===== src/rtl/instr_encoder.sv =====
`default_nettype none
// ============================================================================
// Module   : instr_encoder
// Purpose  : Packs decoded instruction fields into 32-bit ASIP words, buffers
//            them in a small FIFO and writes them to instruction memory at
//            consecutive addresses over a we/ack handshake.
// Option   : define INSTR_ENCODER_CHECKSUM_EN to enable the XOR checksum.
// Revision : 1.0
// ============================================================================
module instr_encoder #(
  parameter int N     = 32,
  parameter int AW    = 10,
  parameter int DEPTH = 4
) (
  input  logic          clk,
  input  logic          reset,
  input  logic          start,
  input  logic [AW-1:0] base_addr,
  input  logic          in_valid,
  output logic          in_ready,
  input  logic          in_last,
  input  logic [1:0]    in_fmt,
  input  logic [2:0]    in_op,
  input  logic [4:0]    in_rf,
  input  logic [4:0]    in_ra,
  input  logic [4:0]    in_rb,
  input  logic [1:0]    in_func,
  input  logic [28:0]   in_imm,
  output logic          mem_we,
  output logic [AW-1:0] mem_addr,
  output logic [N-1:0]  mem_wd,
  input  logic          mem_ack,
  output logic          busy,
  output logic          done,
  output logic [AW:0]   count,
  output logic          err_illegal,
  output logic [N-1:0]  checksum
);

  localparam int          PW        = $clog2(DEPTH);
  localparam logic [AW:0] COUNT_MAX = {1'b1, {AW{1'b0}}};
  localparam logic [1:0]  FMT_R     = 2'b00;
  localparam logic [1:0]  FMT_I     = 2'b01;
  localparam logic [1:0]  FMT_J     = 2'b10;
  localparam logic [1:0]  FMT_ILL   = 2'b11;

  typedef enum logic [1:0] {
    S_IDLE  = 2'd0,
    S_RUN   = 2'd1,
    S_DRAIN = 2'd2,
    S_DONE  = 2'd3
  } state_e;

  state_e        state_q;
  logic [AW-1:0] ptr_q;
  logic [AW:0]   count_q;
  logic          err_q;
  logic          mem_we_q;
  logic [AW-1:0] mem_addr_q;
  logic [N-1:0]  mem_wd_q;
  logic          done_q;

  logic [N-1:0]  fifo_q [DEPTH];
  logic [PW:0]   wr_ptr_q;
  logic [PW:0]   rd_ptr_q;
  logic [PW:0]   wr_ptr_d;
  logic [PW:0]   rd_ptr_d;

  logic [N-1:0]  w_packed;
  logic          w_fifo_empty;
  logic          w_fifo_full;
  logic          w_accept;
  logic          w_push;
  logic          w_pop;
  logic          w_ack;
  logic          w_start;
  logic          w_writer_on;

  always_comb begin
    w_packed        = '0;
    w_packed[31:29] = in_op;
    case (in_fmt)
      FMT_R: begin
        w_packed[28:24] = in_rf;
        w_packed[23:19] = in_ra;
        w_packed[18:14] = in_rb;
        w_packed[1:0]   = in_func;
      end
      FMT_I: begin
        w_packed[28:24] = in_rf;
        w_packed[23:19] = in_ra;
        w_packed[13:0]  = in_imm[13:0];
      end
      FMT_J: begin
        w_packed[28:0] = in_imm;
      end
      default: begin
        w_packed = '0;
      end
    endcase
  end

  // Pointers carry one extra wrap bit so full and empty are distinguishable.
  assign w_fifo_empty = (wr_ptr_q == rd_ptr_q);
  assign w_fifo_full  = (wr_ptr_q[PW] != rd_ptr_q[PW]) &&
                        (wr_ptr_q[PW-1:0] == rd_ptr_q[PW-1:0]);

  assign in_ready    = (state_q == S_RUN) && !w_fifo_full;
  assign w_accept    = in_valid && in_ready;
  assign w_push      = w_accept && (in_fmt != FMT_ILL);
  assign w_writer_on = (state_q == S_RUN) || (state_q == S_DRAIN);
  assign w_pop       = w_writer_on && !mem_we_q && !w_fifo_empty;
  assign w_ack       = mem_we_q && mem_ack;
  assign w_start     = (state_q == S_IDLE) && start;

  assign wr_ptr_d = w_push ? wr_ptr_q + (PW+1)'(1) : wr_ptr_q;
  assign rd_ptr_d = w_pop  ? rd_ptr_q + (PW+1)'(1) : rd_ptr_q;

  always_ff @(posedge clk) begin
    if (w_push) begin
      fifo_q[wr_ptr_q[PW-1:0]] <= w_packed;
    end
  end

  always_ff @(posedge clk or negedge reset) begin
    if (!reset) begin
      wr_ptr_q <= '0;
      rd_ptr_q <= '0;
    end else begin
      wr_ptr_q <= wr_ptr_d;
      rd_ptr_q <= rd_ptr_d;
    end
  end

  always_ff @(posedge clk or negedge reset) begin
    if (!reset) begin
      state_q    <= S_IDLE;
      ptr_q      <= '0;
      count_q    <= '0;
      err_q      <= 1'b0;
      mem_we_q   <= 1'b0;
      mem_addr_q <= '0;
      mem_wd_q   <= '0;
      done_q     <= 1'b0;
    end else begin
      done_q <= 1'b0;
      case (state_q)
        S_IDLE: begin
          if (start) begin
            state_q <= S_RUN;
            ptr_q   <= base_addr;
            count_q <= '0;
            err_q   <= 1'b0;
          end
        end
        S_RUN: begin
          if (w_accept && in_last) begin
            state_q <= S_DRAIN;
          end
        end
        S_DRAIN: begin
          if (w_fifo_empty && !mem_we_q) begin
            state_q <= S_DONE;
            done_q  <= 1'b1;
          end
        end
        S_DONE: begin
          state_q <= S_IDLE;
        end
        default: begin
          state_q <= S_IDLE;
        end
      endcase

      if (w_accept && (in_fmt == FMT_ILL)) begin
        err_q <= 1'b1;
      end

      // A pop needs mem_we low and an ack needs it high, so they never collide.
      if (w_pop) begin
        mem_we_q   <= 1'b1;
        mem_addr_q <= ptr_q;
        mem_wd_q   <= fifo_q[rd_ptr_q[PW-1:0]];
      end else if (w_ack) begin
        mem_we_q <= 1'b0;
        ptr_q    <= ptr_q + AW'(1);
        if (count_q != COUNT_MAX) begin
          count_q <= count_q + (AW+1)'(1);
        end
      end
    end
  end

`ifdef INSTR_ENCODER_CHECKSUM_EN
  logic [N-1:0] checksum_q;

  always_ff @(posedge clk or negedge reset) begin
    if (!reset) begin
      checksum_q <= '0;
    end else if (w_start) begin
      checksum_q <= '0;
    end else if (w_ack) begin
      checksum_q <= checksum_q ^ mem_wd_q;
    end
  end

  assign checksum = checksum_q;
`else
  assign checksum = '0;
`endif

  assign mem_we      = mem_we_q;
  assign mem_addr    = mem_addr_q;
  assign mem_wd      = mem_wd_q;
  assign busy        = (state_q != S_IDLE);
  assign done        = done_q;
  assign count       = count_q;
  assign err_illegal = err_q;

endmodule
`default_nettype wire


===== config.mk =====
export PLATFORM = sky130hd
export DESIGN_NAME = instr_encoder
export DESIGN_NICKNAME = d
export VERILOG_FILES = /design/src/rtl/instr_encoder.sv
export SDC_FILE = /design/constraint.sdc
export NUM_CORES = 1
export LEC_CHECK = 0
export CORE_ASPECT_RATIO = 0.6
export CORE_MARGIN = 5
export CORE_UTILIZATION = 46
export CTS_CLUSTER_DIAMETER = 30
export CTS_CLUSTER_SIZE = 14
export DETAILED_ROUTE_END_ITERATION = 7
export PLACE_DENSITY = 0.71
export SLEW_MARGIN = 20
export SYNTH_ARGS = -nofsm -noshare
export SYNTH_HDL_FRONTEND = slang
export SYNTH_SLANG_ARGS = --single-unit

===== constraint.sdc =====
create_clock -name clk -period 3.45 [get_ports clk]
set_input_delay 0.69 -clock clk [delete_from_list [all_inputs] [get_ports clk]]
set_output_delay 0.69 -clock clk [all_outputs]
set_load 0.01 [all_outputs]

==> results.md <==
* Max_cap viols at 0
* CP max stage cell: clkdlybuf4s50_1
* Crit-path max cell delay at 0.57 ns
* CTS resizes at 0
* Clock Tree Buf Depth at 3
* Die height at 117 um
* Drt pass-1 iters at 6
* CP startpoint kind: flop
* Worst Setup End Kind: output port
* Final hold vios at 0
* Placeable Area at 18900 sq um
* Worst setup path startpoint: wr_ptr_q[1]
* Total Wirelength at 19000 um
* Setup TNS at 0 ns
* Cell family with most CP delay: buffers and inverters
* Critical Path RT at 2.76 ns
* Total congestion overflow at 0
* # IOs at 157
* Final nets at 768
* Clock sink count at 202
* Netlist cell types at 55
* Rel. slew slack at 0.403
* Cells after Synth at 540
* Setup CP Type: reg -> out
* H-tree depth at 2
* Critical-path cell list: xor2_2, nor3_1, nor2_1, clkdlybuf4s50_1
* Clk slew on worst S/H paths at 0.05 ns
* N_diodes at 0
* FF+latch count, synth at 202
* Drt first-iter violations at 461
* # rows at 39
* Synth Warn # at 0
* Post-synth EDFFs at 128
* Syn_area_per_cell at 16.3 sq um
* # port buffers at 124
* CP Max Fanout at 6
* CTS tree: done
* Flop-to-flop setup slack at 1.04 ns
* Final period util at 0.797
* Area Overhead vs Synth at 29.6%
* Chip width at 189 um
* Num CTS Buffers at 34
* GPL Wtd Cong at 0.823
* Max Clock Freq at 364 MHz
* Vias in the first global route at 5274
* WP depth at 4
* Number of remaining DRC errors at 0
* Placed wire-length estimate at 12600 um
* Worst Reg-to-Reg Cells at 5
* Hold-fix buffer count after cts at 0
* Clk Latency, worst-skew pair at 0.49 ns
* Status: completed
* Arrival @ worst endpoint at 2.06 ns
* Post-CTS Setup Bufs at 0
* Initial antenna violation count at 0
* Initial Util at 0.466
* Via-to-Cell Ratio at 5.31
* Reg2reg start: wr_ptr_q[1]
* Worst setup path end: in_ready
* Worst Skew at 0.0198 ns
* Final Slew Violations at 0
* Pwr Density at 923 nW/um^2
* Share of cells above drive strength 1 at 0.217
* Crit Reg-Reg Endpoint: fifo_q[0][29]
* Detail Route Antenna Nets at 0
* Hold Worst Slack at 0.246 ns
* Die area at 22100 sq um
* Hold WC Path Type: in -> async
* CP bufs+invs at 1
* Asr flop ratio synth at 0.366
* Via count at 5084
* First-pass GRT wire length at 29500 um
* Wire per inst at 19.8 um
* Setup violators final at 0
* Largest net degree at the start of global routing at 75
* CTS root buf: clkbuf_16
* Register area share after synthesis at 0.647
* Worst Tran Pin Value at 0.896 ns
* Synthesized area at 8800 sq um
* Predominant post-synthesis flop cell: edfxtp_1
* Tmin final at 2.75 ns
* Maximum vdd drop at 0.000651 V
* Unrepaired setup endpoints after global routing: false
* Leakage at 4.39 nW
* Tot GR Track Use at 0.170
[cell usage in the layout, fill, tap and decap left out, types with 5 or more instances in the layout]
master,Yosys,final
conb_1,1,32
mux2_2,8,8
and2_1,16,13
clkbuf_16,0,37
ha_1,16,16
mux4_2,32,32
a21oi_1,8,8
nor2_1,25,25
a22o_1,6,6
a22oi_1,13,13
edfxtp_1,128,128
dfrtp_1,74,72
inv_1,15,15
clkdlybuf4s50_1,0,123
nor3_1,8,8
buf_4,32,6
nand2_1,15,15
mux2_4,37,37
nand3_1,13,13
o21ai_0,9,9
bufinv_16,0,5
[how the worst min path moves through the flow]
stage / to / slack (ns) / cells after the start
4_1_cts: mem_wd[2] / 0.41 / 1
2_1_floorplan: count[0] / 0.39 / 0
3_3_place_gp: mem_wd[10] / 0.49 / 1
3_5_place_dp: err_illegal / 0.49 / 1
5_1_grt: mem_wd[5] / 0.30 / 1
6_report: mem_wd[5] / 0.25 / 1
[power by group]
part / switching [mW] / total, mW / leakage, nW / internal (mW)
logic: 1.56 / 3.57 / 1.76 / 2.01
registers: 0.348 / 3.48 / 2.06 / 3.13
clock network: 1.14 / 3.47 / 0.576 / 2.33
total: 3.05 / 10.5 / 4.39 / 7.47
[through the flow]
| step | cells | area, sq um | utilization | power, mW | worst slack (ns) |
|---|---|---|---|---|---|
| after global routing | 957 | 11400 | 0.604 | 11.0 | 0.542 |
| after detailed placement | 895 | 10200 | 0.540 | 7.10 | 0.655 |
| after CTS | 957 | 11400 | 0.604 | 10.6 | 0.659 |
| after global placement | 895 | 10200 | 0.540 | 7.00 | 0.754 |
| final | 957 | 11400 | 0.604 | 10.5 | 0.701 |
| after floorplan | 571 | 8910 | - | 5.96 | 0.612 |
[cells by family after synthesis]
logic type,Yosys count,share of synthesized area
flops,202,0.647
compound gates,63,0.0526
other cells,1,0.000426
buf+inv,70,0.0499
xor+xnor,10,0.0117
simple gates,100,0.0587
fa+ha+maj,16,0.0228
mux,78,0.156
[cell type report]
| cell class | instances | area [sq um] |
|---|---|---|
| clock buffer | 41 | 941 |
| clock inverter | 21 | 251 |
| fill | 1362 | 7480 |
| inverter | 15 | 56.3 |
| multi-input combinational | 299 | 2800 |
| sequential | 202 | 5700 |
| tap | 246 | 308 |
| timing repair buffer | 133 | 1350 |
[cell usage after synthesis, types with 4 or more instances]
library cell / n / area, sq um
buf_4: 32 / 240
nor2b_1: 4 / 25.0
nor2_1: 25 / 93.8
and3_1: 4 / 25.0
clkbuf_1: 12 / 45.0
o21ai_0: 9 / 45.0
edfxtp_1: 128 / 3840
a21oi_1: 8 / 40.0
xor2_1: 4 / 35.0
ha_1: 16 / 200
and2_1: 16 / 100
a22o_1: 6 / 52.6
dfrtp_1: 74 / 1850
nand2_1: 15 / 56.3
buf_6: 7 / 78.8
mux4_2: 32 / 721
mux2_4: 37 / 556
nand3_1: 13 / 65.1
nor3_1: 8 / 40.0
inv_1: 15 / 56.3
a22oi_1: 13 / 97.6
xnor2_1: 4 / 35.0
mux2_2: 8 / 90.1
[worst register-to-register path: cells and delay by family, from the launching register on]
family,cells,cell delay (ns)
buf+inv,1,0.23
flops,1,0.45
xor+xnor,1,0.25
simple gates,2,0.62
compound gates,1,0.62
[registers in the layout (all words and copies together), names as in the netlist]
name,count
mem_we,1
count,11
err_illegal,1
done,1
wr_ptr_q,3
mem_wd,32
state_q,2
mem_addr,10
fifo_q,128
rd_ptr_q,3
ptr_q,10
[per-layer routing]
metal  share of wire  global-route usage  wire length, um  vias up
met3           0.070              0.0421             1330       30
met5               0                   0                0        -
met2            0.45               0.261             8550      199
met4           0.013              0.0446              254        0
met1            0.47               0.249             8860     2556
li1                -                   -                -     2299
(Power assumes the default switching activity.)
